File: config.mk
export PLATFORM = sky130hd
export DESIGN_NAME = reg_demux_32
export DESIGN_NICKNAME = d
export VERILOG_FILES = /design/src/rtl/reg_demux_32_pkg.sv /design/src/rtl/reg_demux_32_decoder_32.sv /design/src/rtl/reg_demux_32.sv
export SDC_FILE = /design/constraint.sdc
export NUM_CORES = 2
export LEC_CHECK = 0
export BUFFER_PORTS_ARGS = -buffer_cell sky130_fd_sc_hd__buf_2
export CORE_AREA = 2 2 416 418
export CTS_CLUSTER_DIAMETER = 30
export DETAILED_ROUTE_END_ITERATION = 8
export DIE_AREA = 0 0 418 420
export PLACE_DENSITY = 0.4
export SYNTH_ARGS = -nofsm -noshare
export SYNTH_HDL_FRONTEND = slang
export SYNTH_SLANG_ARGS = --single-unit
File: constraint.sdc
create_clock -name clock -period 2.09 [get_ports clock]
set_clock_uncertainty 0.1 [all_clocks]
set_input_delay 0.1045 -clock clock [delete_from_list [all_inputs] [get_ports clock]]
set_output_delay 0.1045 -clock clock [all_outputs]
set_load 0.03 [all_outputs]
File: src/rtl/reg_demux_32_pkg.sv
// reg_demux_32_pkg: shared sizes and state encodings for the 32-word write demux.
package reg_demux_32_pkg;

    localparam int DATA_W = 32;
    localparam int WORDS  = 32;
    localparam int ADDR_W = 5;

    localparam logic [0:0] ST_IDLE  = 1'b0;
    localparam logic [0:0] ST_CLEAR = 1'b1;

    // Word 0 is hard-wired to zero, so the sweep starts at word 1.
    localparam logic [ADDR_W-1:0] SWEEP_FIRST = 5'd1;

endpackage

File: src/rtl/reg_demux_32_decoder_32.sv
// decoder_32: combinational 5-to-32 one-hot decoder with a global enable.
module decoder_32
    import reg_demux_32_pkg::*;
(
    input  logic              en_i,
    input  logic [ADDR_W-1:0] addr_i,
    output logic [31:0]       onehot_o
);

    always_comb onehot_o = en_i ? (32'd1 << addr_i) : '0;

endmodule

File: src/rtl/reg_demux_32.sv
// reg_demux_32: steers one write word into one of DEPTH holding registers and
// supports a sequential clear sweep of words 1..DEPTH-1.
module reg_demux_32
    import reg_demux_32_pkg::*;
#(
    parameter int WIDTH = DATA_W,
    parameter int DEPTH = WORDS
) (
    input  logic                   clock,
    input  logic                   reset_n,
    input  logic                   wr_valid,
    input  logic [ADDR_W-1:0]      wr_addr,
    input  logic [WIDTH-1:0]       wr_data,
    output logic                   wr_ready,
    input  logic                   clear_req,
    output logic                   busy,
    output logic                   clear_done,
    output logic                   wr_ack,
    output logic [WIDTH*DEPTH-1:0] q_all
);

    localparam logic [ADDR_W-1:0] SWEEP_LAST = ADDR_W'(DEPTH - 1);

    logic [0:0]        state_q, state_d;
    logic [ADDR_W-1:0] cnt_q, cnt_d;
    logic              wr_ack_q, clear_done_q, clear_done_d;
    logic              accept, last;
    logic [31:0]       wr_en, clr_en;
    logic              unused_dec;

    assign busy       = state_q == ST_CLEAR;
    assign wr_ready   = state_q == ST_IDLE && !clear_req;
    assign accept     = wr_valid && wr_ready;
    assign last       = cnt_q == SWEEP_LAST;
    assign wr_ack     = wr_ack_q;
    assign clear_done = clear_done_q;

    always_comb begin
        state_d      = busy ? (last ? ST_IDLE : ST_CLEAR) : (clear_req ? ST_CLEAR : ST_IDLE);
        cnt_d        = busy && !last ? cnt_q + 5'd1 : SWEEP_FIRST;
        clear_done_d = busy && last;
    end

    always_ff @(posedge clock) begin
        if (!reset_n) begin
            state_q      <= ST_IDLE;
            cnt_q        <= SWEEP_FIRST;
            wr_ack_q     <= 1'b0;
            clear_done_q <= 1'b0;
        end else begin
            state_q      <= state_d;
            cnt_q        <= cnt_d;
            wr_ack_q     <= accept;
            clear_done_q <= clear_done_d;
        end
    end

    decoder_32 u_wr_dec (
        .en_i     (accept),
        .addr_i   (wr_addr),
        .onehot_o (wr_en)
    );

    decoder_32 u_clr_dec (
        .en_i     (busy),
        .addr_i   (cnt_q),
        .onehot_o (clr_en)
    );

    // Word 0 has no storage, so its decode bits go nowhere.
    assign unused_dec = wr_en[0] ^ clr_en[0];

    for (genvar i = 0; i < DEPTH; i++) begin : g_word
        if (i == 0) begin : g_zero
            assign q_all[0 +: WIDTH] = '0;
        end else begin : g_reg
            logic [WIDTH-1:0] word_q;
            always_ff @(posedge clock) begin
                if (!reset_n || clr_en[i])
                    word_q <= '0;
                else if (wr_en[i])
                    word_q <= wr_data;
            end
            assign q_all[i*WIDTH +: WIDTH] = word_q;
        end
    end

endmodule
### Word-level counts from Yosys, hierarchy flattened

Cells that the tools add are included.

| storage, ports and cells | value |
|---|---|
| register bits | 1000 |
| input port bits | 41 |
| output and inout port bits | 1028 |
| logic and storage cells | 84 |

| operators by class | value |
|---|---|
| add/subtract/negate cells | 1 |
| equal/unequal tests | 1 |
| shift-type cells | 2 |
| multiplexer cells | 5 |
| bitwise operators | 1 |
| reductions and logical operators | 39 |

Operator list:

| cell | number |
|---|---|
| 32-bit 2-to-1 mux | 2 |
| 1-bit by 5-bit << shifter with 32-bit output, first input constant | 2 |
| 1-bit logical OR | 31 |
| 5-bit by 1-bit adder with 5-bit output, second input constant | 1 |
| 5-bit equality test, second input constant | 1 |
| 1-bit logical AND | 4 |
| 1-bit logical NOT | 3 |
| 1-bit 2-to-1 mux | 3 |
| 2-bit AND reduction | 1 |
| 1-bit NOT | 1 |

### Logic depth before layout (Yosys ltp)

| logic depth | value |
|---|---|
| depth in word-level cells | 4 |
| depth in mapped cells | 8 |
| mapped depth without buffers | 6 |

### Cells and area by module

From an unflattened synthesis, not the netlist that was laid out.

| second synthesis, totals | value |
|---|---|
| cell total of the unflattened synthesis | 3479 |
| area total of the unflattened synthesis | 36573.8 um^2 |

Modules (own cells, without submodules):

| module | times used | cells an instance | area an instance (um^2) | sequential area each (um^2) |
|---|---|---|---|---|
| reg_demux_32 | 1 | 3385 | 36105.9 | 20019.2 |
| decoder_32 | 2 | 47 | 234.0 | 0.0 |

### Least setup slack after synthesis

Ideal clock, no wire load.

| timing path | value |
|---|---|
| path type | flip-flop to flip-flop |
| start point | reg state_q (netlist: busy) |
| end point | reg g_word[20].g_reg.word_q[10] |
| library setup time | 132 ps |
| arrival time | 1779 ps |
| data required time | 1858 ps |
| path slack | 79 ps |
| cell stages (with the launch flop) | 7 |
| buffers on the path | 3 |
| period minus slack after synthesis | 2011 ps |
| path through | dfxtp_1 -> buf_2 -> buf_2 -> nand3_1 -> o21ai_1 -> clkbuf_1 -> a21oi_1 |

| between the ends | value |
|---|---|
| longest elaborated chain between the ends | 4 |
| elaborated cells between the ends (all ways) | 6 |
| classes of those cells | mux: 2; bitwise: 1; reduce/logical: 3 |

Ends and longest elaborated chain:

| item | line | RTL |
|---|---|---|
| start: declaration | reg_demux_32.sv:24 | `logic [0:0] state_q, state_d;` |
| start signal: assignment | reg_demux_32.sv:51 | `state_q <= state_d;` |
| 1-bit NOT | reg_demux_32.sv:32 | `assign wr_ready = state_q == ST_IDLE && !clear_req;` |
| 1-bit logical AND | reg_demux_32.sv:32 |  |
| 1-bit logical AND | reg_demux_32.sv:33 | `assign accept = wr_valid && wr_ready;` |
| 32-bit 2-to-1 mux | reg_demux_32_decoder_32.sv:10 | `always_comb onehot_o = en_i ? (32'd1 << addr_i) : '0;` |
| end signal: assignment | reg_demux_32.sv:82 | `word_q <= wr_data;` |
| end: declaration | reg_demux_32.sv:77 | `logic [WIDTH-1:0] word_q;` |

Parallel ways exist; a longest one is shown, timed or not.
A chain may end at the register's enable or synchronous reset.

### Worst setup path in the final report

Ends and elaborated chain as after synthesis.

==> impl_metrics.csv <==
group,metric,value,unit
detailed_routing,drt-pass1-iter-count,6,
synthesis,synth_edf_count,0,
finish,final_common_cell,"buf_2",
finish,area_delta_synth_final,50.66,%
clocking,ctsRootBufferMaster,"clkbuf_16",
finish,drive_gt1_share,30.53,%
clocking,clk_latency,860,ps
clocking,cts_tree,"built",
pwr,leakagePower,23.54,nW
timing,min_period,2058,ps
floorplanning,ios,1069,
detailed_routing,drt_iter0_markers,4363,
clocking,clockBufferDepth,4,
clocking,clock-sinks,1000,
floorplanning,die_w,418,µm
grt,grt_pass1_wl,320300,µm
grt,antenna_found_initial,9,
grt,grt_util_all_layers,25.24,%
synthesis,ys_async_sr_fraction,0,%
synthesis,synth_seq_area_share,50.74,%
run_status,status,"finished, final reports clean",
pwr,p_per_area,1171,nW/µm²
detailed_routing,routed_wl,236200,µm
placed_design,io_buffers,1036,
detailed_routing,ant_nets,0,
synthesis,synth_cell_types,40,
worst_hold_path,hold_class,"in -> reg",
floorplanning,std_cell_rows,152,
clocking,cts-htree-levels,5,
floorplanning,initial_core_util,23.08,%
pwr,ir_worst_vdd,0.8455,mV
flow_run,cap_violations,0,
floorplanning,fp.dieArea,175600,µm²
detailed_routing,wl_per_cell,28.72,µm
timing,min_period_over_period,98.46,%
timing,hold_violations,0,
synthesis,yosys_most_used_dff,"dfxtp_1",
synthesis,synthCells,4792,
synthesis,netlist_area,39450,µm²
timing,slew_viol_final,0,
finish,nets,5810,
worst_setup_path,worst-setup-path-type,"reg -> reg",
clocking,cts_buffers,312,
worst_setup_path,cp-end-kind,"register",
finish,instances_no_fill,8224,
floorplanning,core_area,171000,µm²
detailed_routing,via_count,44014,
detailed_routing,drcViolationCount,0,
grt,grt_max_degree,129,
finish,layout_common_cells,"1030 x buf_2, 1000 x dfxtp_1, 928 x a21oi_1, 881 x o21ai_0, 835 x nand3_1",
grt,grt_pass1_vias,40296,
placed_design,hpwl,141000,µm
timing,rsz0062_at_grt,"no",
timing,slew_headroom,51.95,%
pwr,total_power,69.60,mW
timing,tightest_slew,720.8,ps
clocking,path_clk_slew,40,ps
placed_design,dpl.cell_count,7636,
worst_setup_path,cp.arrival,2730,ps
placed_design,gp_congestion,0.7891,
timing,whs,148.8,ps
synthesis,syn_area_per_cell,8.233,µm²
timing,max_clock_freq,486.0,MHz
floorplanning,die_h,420,µm
worst_setup_path,cp_max_fo,39,
timing,finalSetupViolations,0,
detailed_routing,via_per_inst,5.352,
grt,grt_overflow,0,
worst_setup_path,crit_path_start_kind,"register",
worst_setup_path,crit_required,2760,ps
synthesis,ys_ff_latch,1000,
synthesis,yosys_warnings,0,
[layout make-up]
class / count / area (µm²)
fill: 17614 / 111500
sequential: 1000 / 20020
multi-input combinational: 3128 / 16980
timing repair buffer: 1317 / 9245
clock buffer: 438 / 9017
tap: 2233 / 2794
clock inverter: 102 / 1363
inverter: 3 / 11.26
antenna: 3 / 7.507
[critical path: stages, from the launching register on]
cell	delay, ps
dfxtp_1	320
buf_12	160
or4_4	560
buf_12	190
clkbuf_16	260
o21ai_0	190
a21oi_1	100
[per-layer routing]
metal / vias to the layer above / wire (µm) / global-route usage [%]
li1: 19297 / - / -
met1: 21975 / 92750 / 30.22
met2: 2191 / 113700 / 41.62
met3: 549 / 16820 / 6.292
met4: 2 / 12900 / 13.22
met5: - / 7 / 0
[stage by stage]
stage | utilization [%] | setup TNS, ps | worst slack (ps) | instance area [µm²]
global route | 34.76 | 0 | 0.1972 | 59430
CTS | 34.71 | 0 | 50.44 | 59350
finish | 34.76 | 0 | 32.19 | 59440
floorplan | - | 0 | 78.94 | 39570
global placement | 28.39 | -542.1 | -26.48 | 48540
detailed placement | 28.39 | -88.29 | -15.69 | 48540
[path summary, 6_finish.rpt]
kind | from | endpoint | slack, ps | depth (start not counted)
max | busy$_SDFF_PN0_ | g_word[20].g_reg.word_q[10]$_SDFFE_PP0P_ | 30 | 6
min | wr_data[8] | g_word[27].g_reg.word_q[8]$_SDFFE_PP0P_ | 150 | 4
max reg2reg | busy$_SDFF_PN0_ | g_word[20].g_reg.word_q[10]$_SDFFE_PP0P_ | 30 | 6
min reg2reg | cnt_q[0]$_SDFF_PN1_ | cnt_q[0]$_SDFF_PN1_ | 340 | 1
[power by group]
part,internal [mW],switching (mW),total [mW]
Combinational,0.825,2.84,3.67
Clock,33.4,13.3,46.7
Sequential,19.2,0.0340,19.3
Total,53.4,16.2,69.6
[registers in the layout, summed over array words and instances, names as in the netlist]
signal,flops
clear_done,1
busy,1
g_word.g_reg.word_q,992
cnt_q,5
wr_ack,1
[cell families (layout without fill, tap and decap cells)]
logic type | Yosys count | after routing | share of synthesized area [%]
flip-flops | 1000 | 1000 | 50.74
AO/OA/AOI/OAI | 1885 | 1885 | 23.91
other | 1 | 35 | 0.009505
buffers and inverters | 695 | 1860 | 7.684
adder cells (fa/ha/maj) | 7 | 7 | 0.2220
XOR/XNOR | 1 | 1 | 0.02220
multiplexers | 64 | 64 | 1.624
AND/OR/NAND/NOR | 1139 | 1139 | 15.78
[cells in the mapped netlist (4+ instances only)]
cell type  count  area (µm²)
o21ai_1       66       330.3
a21oi_1      928        4644
nand3_1      836        4184
mux2i_1       64       640.6
clkbuf_1     444        1667
buf_2        187       935.9
nand4bb_1      6       67.56
buf_4         32       240.2
nor2b_1        5       31.28
buf_6          9       101.4
nand4b_1       8       70.07
nand2_1        8       30.03
nand4_1      227        1420
nor2_1         6       22.52
ha_1           7       87.58
or4b_1         4       40.04
nand2b_1       4       25.02
buf_1         19       71.32
nand3b_1       4       30.03
and4b_1        5       50.05
dfxtp_1     1000       20020
o21ai_0      891        4459
[timing repair]
action                                   CTS  global route
hold buffers                              42             0
endpoints found under the setup margin     2            26
hold endpoints to repair                1000             0
setup buffers                              0             1
resized for setup                          4            17
pin swaps                                  0             1
gates cloned                               0             2
No activity file was read; power rests on OpenSTA's default activity.
